===== src/rtl/im_load_arbiter.sv =====
// Instruction-memory port arbiter: CPU fetch in RUN, board-side loader writes in LOAD.
// Optional macro IM_LOAD_CHECKSUM_EN adds the LdSum running checksum output.
module im_load_arbiter #(
  parameter int ADDR_W = 10,
  parameter int DATA_W = 32,
  parameter logic [DATA_W-1:0] NOP_WORD = '0
) (
  input  logic              clk,
  input  logic              rst,
  input  logic [ADDR_W-1:0] PCNow,
  output logic [DATA_W-1:0] Instr,
  output logic              CpuStall,
  output logic              PcClr,
  input  logic              LoadReq,
  input  logic [ADDR_W-1:0] LdBase,
  input  logic [ADDR_W:0]   LdLen,
  input  logic              LdValid,
  input  logic [DATA_W-1:0] LdWord,
  output logic              LdReady,
  input  logic              LdAbort,
  output logic              LdDone,
  output logic              Busy,
  output logic [ADDR_W-1:0] MemAddr,
  output logic              MemWe,
  output logic [DATA_W-1:0] MemWData,
`ifdef IM_LOAD_CHECKSUM_EN
  output logic [DATA_W-1:0] LdSum,
`endif
  input  logic [DATA_W-1:0] MemRData
);

  typedef enum logic [1:0] {RUN, LOAD, FINISH} state_t;

  localparam logic [ADDR_W:0] DEPTH = {1'b1, {ADDR_W{1'b0}}};

  state_t            state_q, state_d;
  logic [ADDR_W:0]   cnt_q, cnt_d;
  logic [ADDR_W:0]   len_q, len_d;
  logic [ADDR_W-1:0] base_q, base_d;
  logic              xfer;
  logic              legal_req;

  assign legal_req = LoadReq && (LdLen != '0) && (LdLen <= DEPTH);

  always_ff @(posedge clk) begin
    if (rst) begin
      state_q <= RUN;
      cnt_q   <= '0;
      len_q   <= '0;
      base_q  <= '0;
    end else begin
      state_q <= state_d;
      cnt_q   <= cnt_d;
      len_q   <= len_d;
      base_q  <= base_d;
    end
  end

  always_comb begin
    state_d  = state_q;
    cnt_d    = cnt_q;
    len_d    = len_q;
    base_d   = base_q;
    MemAddr  = PCNow;
    Instr    = MemRData;
    CpuStall = 1'b0;
    LdReady  = 1'b0;
    xfer     = 1'b0;
    case (state_q)
      RUN: begin
        if (legal_req) begin
          base_d  = LdBase;
          len_d   = LdLen;
          cnt_d   = '0;
          state_d = LOAD;
        end
      end
      LOAD: begin
        CpuStall = 1'b1;
        Instr    = NOP_WORD;
        // Address wraps naturally at the top of the memory.
        MemAddr  = base_q + cnt_q[ADDR_W-1:0];
        LdReady  = !LdAbort;
        xfer     = LdValid && !LdAbort;
        if (LdAbort) begin
          state_d = FINISH;
        end else if (xfer) begin
          cnt_d = cnt_q + 1'b1;
          if (cnt_q == len_q - 1'b1) state_d = FINISH;
        end
      end
      FINISH: begin
        CpuStall = 1'b1;
        Instr    = NOP_WORD;
        state_d  = RUN;
      end
      default: state_d = RUN;
    endcase
  end

  assign MemWData = LdWord;
  assign MemWe    = xfer && !rst;
  assign LdDone   = (state_q == FINISH);
  assign PcClr    = (state_q == FINISH);
  assign Busy     = (state_q != RUN);

`ifdef IM_LOAD_CHECKSUM_EN
  // Cleared at the start of each load; holds after FINISH for the loader to read.
  always_ff @(posedge clk) begin
    if (rst) begin
      LdSum <= '0;
    end else if (state_q == RUN && state_d == LOAD) begin
      LdSum <= '0;
    end else if (xfer) begin
      LdSum <= LdSum + LdWord;
    end
  end
`endif

endmodule


===== config.mk =====
export PLATFORM = sky130hd
export DESIGN_NAME = im_load_arbiter
export DESIGN_NICKNAME = d
export VERILOG_FILES = /design/src/rtl/im_load_arbiter.sv
export SDC_FILE = /design/constraint.sdc
export NUM_CORES = 1
export LEC_CHECK = 0
export ABC_AREA = 1
export BUFFER_PORTS_ARGS = -buffer_cell sky130_fd_sc_hd__buf_2
export CORE_ASPECT_RATIO = 1.2
export CORE_MARGIN = 2
export CORE_UTILIZATION = 45
export CTS_CLUSTER_SIZE = 30
export DETAILED_ROUTE_END_ITERATION = 8
export GPL_ROUTABILITY_DRIVEN = 1
export PLACE_DENSITY = 0.9
export SLEW_MARGIN = 20
export SYNTH_ARGS = -nofsm -noshare
export SYNTH_HDL_FRONTEND = slang
export SYNTH_SLANG_ARGS = --single-unit
export TNS_END_PERCENT = 1

===== constraint.sdc =====
create_clock -name clk -period 4 [get_ports clk]
set_input_delay 0.8 -clock clk [delete_from_list [all_inputs] [get_ports clk]]
set_output_delay 0.8 -clock clk [all_outputs]
set_load 0.01 [all_outputs]

# == Word level (Yosys, flattened, before mapping) ==
# Cells that the tools add are included.
# word_totals
reg_bits,34
in_bits,100
output_inout_bits,80
wordCells,44
# classes
add_sub_neg,3
n_lt_le_gt_ge,1
n_eq_ne,8
mux,14
n_reduce_logical,14
# op_table
op,n
$mux W11,3
$mux W32,1
$pmux W11 S2,1
$add A11 B1 Y11 const B,1
$eq A11 B11 Y1,1
$le A11 B11 Y1 const B,1
$reduce_bool A11 Y1,1
$sub A11 B1 Y11 const B,1
$add A10 B10 Y10,1
$mux W10,1
$mux W2,4
$ne A2 B2 Y1 const B,3
$ne A3 B3 Y1 const B,2
$logic_and A1 B1 Y1,4
$pmux W2 S2,1
$reduce_and A4 Y1,1
$reduce_bool A2 Y1,2
$mux W1,3
$reduce_and A3 Y1,1
$eq A2 B1 Y1 const B,1
$eq A2 B2 Y1 const B,1
$logic_not A1 Y1,2
$logic_not A2 Y1,1
$reduce_and A2 Y1,1
$reduce_or A2 Y1,1

# == Depth between registers and ports, before layout ==
# depth
ltp_word,6
mapped_depth,16
ltp_nobuf,16

# == Worst setup path after synthesis ==
# No wires, ideal clock.
# synth_path
kind,register to output
from,reg cnt_q[0]
to,out MemAddr[8]
arrival_time_ns,1.831
required_time_ns,3.200
path_slack_ns,1.369
path_stages_with_launch,11
n_path_buf,0
path_cell_list,dfxtp_1 > ha_1 > inv_1 > fa_1 > o21ai_0 > nand2_1 > nand2_1 > nand2_1 > nand2_1 > xor2_1 > o21ai_0
# synth_between
elab_chain_len,2
# synth_rtl
element,line,rtl
from (decl),37,"logic [ADDR_W:0] cnt_q, cnt_d;"
from (signal assigned),53,cnt_q <= cnt_d;
$add A10 B10 Y10,82,MemAddr = base_q + cnt_q[ADDR_W-1:0];
$mux W10,69,case (state_q)
to (decl),23,"output logic [ADDR_W-1:0] MemAddr,"
# No other way between the ends.

# == Final worst setup path ==
# Ends and elaborated chain as after synthesis.

==> results.py <==
metrics = {
    "run_status": {
        "outcome": "finished clean",
    },
    "placement": {
        "port_buffers": 115,
        "routabilityCongestion": 0.9710,
        "preCtsSetupSlack_ns": 1.159,
        "half_perimeter_wire_length_of_the_detailed_placement_result_mm": 7.763,
        "dpl-instance-area_um2": 3372,
    },
    "yosys": {
        "sequential_area_share_after_synthesis": 0.2268,
        "synthTopCellsByArea": "dfxtp_1 23%, nand2_1 14%, inv_1 9.3%, nor2_1 8.6%, buf_4 8.3%",
        "number_of_instances_in_the_synthesized_netlist": 489,
        "synth.distinct_cells": 37,
        "synth_nets": 604,
        "syn_avg_cell_area_um2": 6.138,
        "number_of_flip_flops_and_latches_in_the_synthesized_netlist": 34,
        "ys_warns": 0,
        "synth_top_area_share": 0.2268,
        "synth_area_leader_cell": "dfxtp_1",
        "netlist_area_um2": 3002,
    },
    "route": {
        "vias_per_cell": 5.148,
        "drt-wirelength-per-cell_um": 14.65,
        "drt_pass1_iterations": 5,
        "routed_wl_mm": 9.508,
        "detailroute.via_count": 3341,
        "route.detailed.drc": 0,
        "initialDrtViolationCount": 332,
        "ant_nets": 0,
    },
    "cts": {
        "cts_resized": 0,
        "cts_made_buffers": 5,
        "post_cts.repair.setup_buffers": 0,
        "clk_pin_slew_worst_paths_ns": 0.08,
        "ctsHoldBuffers": 0,
        "max-clock-path-buffers": 2,
        "tritoncts": "built",
        "clkLatencyLatePin_ns": 0.30,
        "clk_root_buffer_cell": "clkbuf_8",
        "clock-sinks": 34,
        "cts-htree-levels": 2,
    },
    "power_and_ir_drop": {
        "peakVddDrop_v": 0.0002111,
        "power_density_nw_per_um2": 340.6,
        "total_leakage_power_nw": 1.861,
        "post-layout-total-power_w": 0.001195,
    },
    "setup_path": {
        "worstSetupStartpoint": "cnt_q[0]",
        "timing.setup.critical_path_class": "reg -> out",
        "rrSetupSlack_ns": 1.62,
        "rr_endpoint": "cnt_q[6]",
        "critical_path.startpoint_type": "flip-flop",
        "critical_path_peak_fanout": 7,
        "endpoint_kind": "output pin",
        "r2r.worst_path.cells": 9,
        "data_arrival_time_of_the_critical_path_ns": 2.42,
        "timing.critical_path.required_ns": 3.20,
        "reg2reg_from": "state_q[1]",
    },
    "sta": {
        "timing.setup.tns_ns": 0,
        "finalCritPeriodShare": 0.8040,
        "post_route_clock_skew_ns": 0.007797,
        "worstMarginPinSlew_ns": 0.9027,
        "timing.slew.headroom": 0.3982,
        "fmax_mhz": 310.9,
        "report.final.slew_viol_count": 0,
        "setup-violations-final": 0,
        "postLayoutSetupSlackWorst_ns": 0.7839,
        "final_hold_viol_count": 0,
        "final_period_minus_worst_setup_slack_ns": 3.216,
        "grt_setup_unrepaired": "false",
    },
    "min_path": {
        "holdPathStages": 2,
        "worst_hold_path_type": "reg -> reg",
        "min-delay-start": "base_q[6]",
        "worst_hold_path.endpoint": "base_q[6]",
    },
    "floorplan": {
        "row_count": 32,
        "core_area_um2": 6446,
        "fp.dieArea_um2": 7342,
        "die_h_um": 93.47,
        "floorplan.io_pins": 180,
        "floorplan.initialDensity": 0.4656,
        "dieWidth_um": 78.56,
    },
    "finish": {
        "multi_input_comb_area_um2": 1717,
        "finish.instance_area_um2": 3510,
        "count_of_antenna_diodes_in_the_layout": 0,
        "synthToLayoutAreaGrowth_pct": 16.92,
        "design.final.nets": 678,
        "ff_latch_area_um2": 680.7,
        "filler_cell_count": 651,
        "layout-drive-gt1-share": 0.2500,
        "utilization": 0.5444,
    },
    "global_routing": {
        "antenna_found_initial": 0,
        "grt_start_max_net_pins": 34,
        "global_route.overflow_total": 0,
        "grt_pass1_wl_mm": 14.46,
        "grt_use_total": 0.2538,
        "first_global_vias": 3061,
    },
    "flow_run": {
        "timing.max_cap.violations": 0,
    },
}
## worst max-delay path: stages, from the launching register on
cell and delay (ns):
dfxtp_1 0.48, ha_1 0.26, inv_1 0.09, fa_1 0.38, o21ai_0 0.28, nand2_1 0.08
nand2_1 0.06, nand2_1 0.04, nand2_1 0.07, xor2_1 0.14, o21ai_0 0.08, buf_2 0.15
## worst max-delay path by stage
stage,to
final,MemAddr[8]
after global routing,MemAddr[8]
after CTS,MemAddr[8]
after detailed placement,MemAddr[8]
after global placement,MemAddr[8]
after floorplan,MemAddr[8]
## cell families (layout without fill, tap and decap cells)
group	count (synthesis)	in the layout	share of synthesized area
simple gates	224	224	0.3206
flops	34	34	0.2268
buf+inv	125	200	0.2013
compound gates	74	74	0.1321
xor+xnor	17	17	0.05419
fa+ha+maj	15	15	0.06503
## sequential cells by signal, summed over array words and instances (netlist names)
signal and cells:
base_q 10, cnt_q 11, len_q 11, state_q 2
## metal layers
metal / vias up / part of all wire / track usage
met5: - / 0 / 0
met4: 0 / 0.024 / 0.08333
met3: 26 / 0.12 / 0.09653
met2: 194 / 0.48 / 0.4366
met1: 1483 / 0.38 / 0.2870
li1: 1638 / - / -
## per-stage QoR
stage / hold WS, ns / cells
floorplan: 0.4482 / 489
global placement: 0.4609 / 641
detailed placement: 0.4640 / 641
CTS: 0.4767 / 649
global route: 0.4948 / 649
finish: 0.4761 / 649
## layout make-up
cell class              instances  area share
clock inverters                 3     0.01961
repair buffers                116      0.1661
clock buffers                   5     0.01961
well taps                      85     0.03030
multi-input cells             330      0.4891
flip-flops and latches         34      0.1939
inverters                      76     0.08128
## Yosys cell counts, drive strengths merged
master and instances:
a21o 1, a211oi 1, a21oi 36, nor3b 2, nor3 9, nand3 20
buf 37, inv 76, o21bai 1, clkbuf 12, xnor3 1, fa 1
or2 4, o21ai 31, xnor2 5, nor2 70, a21boi 1, nand4 7
nand2 112, ha 14, a31oi 3, xor2 11, dfxtp 34
## report_power, final
group	internal [W]	switching, W	leakage, nW
clock	0.000250	0.000140	0.0683
sequential	0.000359	0.0000183	0.277
combinational	0.000162	0.000267	1.52
total	0.000770	0.000425	1.86
## cell usage in the layout (no fill, tap or decap), types with 2 or more instances in the layout
cell type and count:
buf_2 115, nand2_1 110, inv_1 74, nor2_1 69, a21oi_1 36, dfxtp_1 34
o21ai_0 24, nand3_1 18, ha_1 14, xor2_1 11, nor3_1 7, nand4_1 7
xnor2_1 5, o21ai_1 5, clkbuf_8 5, a31oi_1 3, or2_2 3, inv_2 2
nor3_2 2, o21ai_2 2, nor3b_2 2, bufinv_16 2
(Power assumes the default switching activity.)
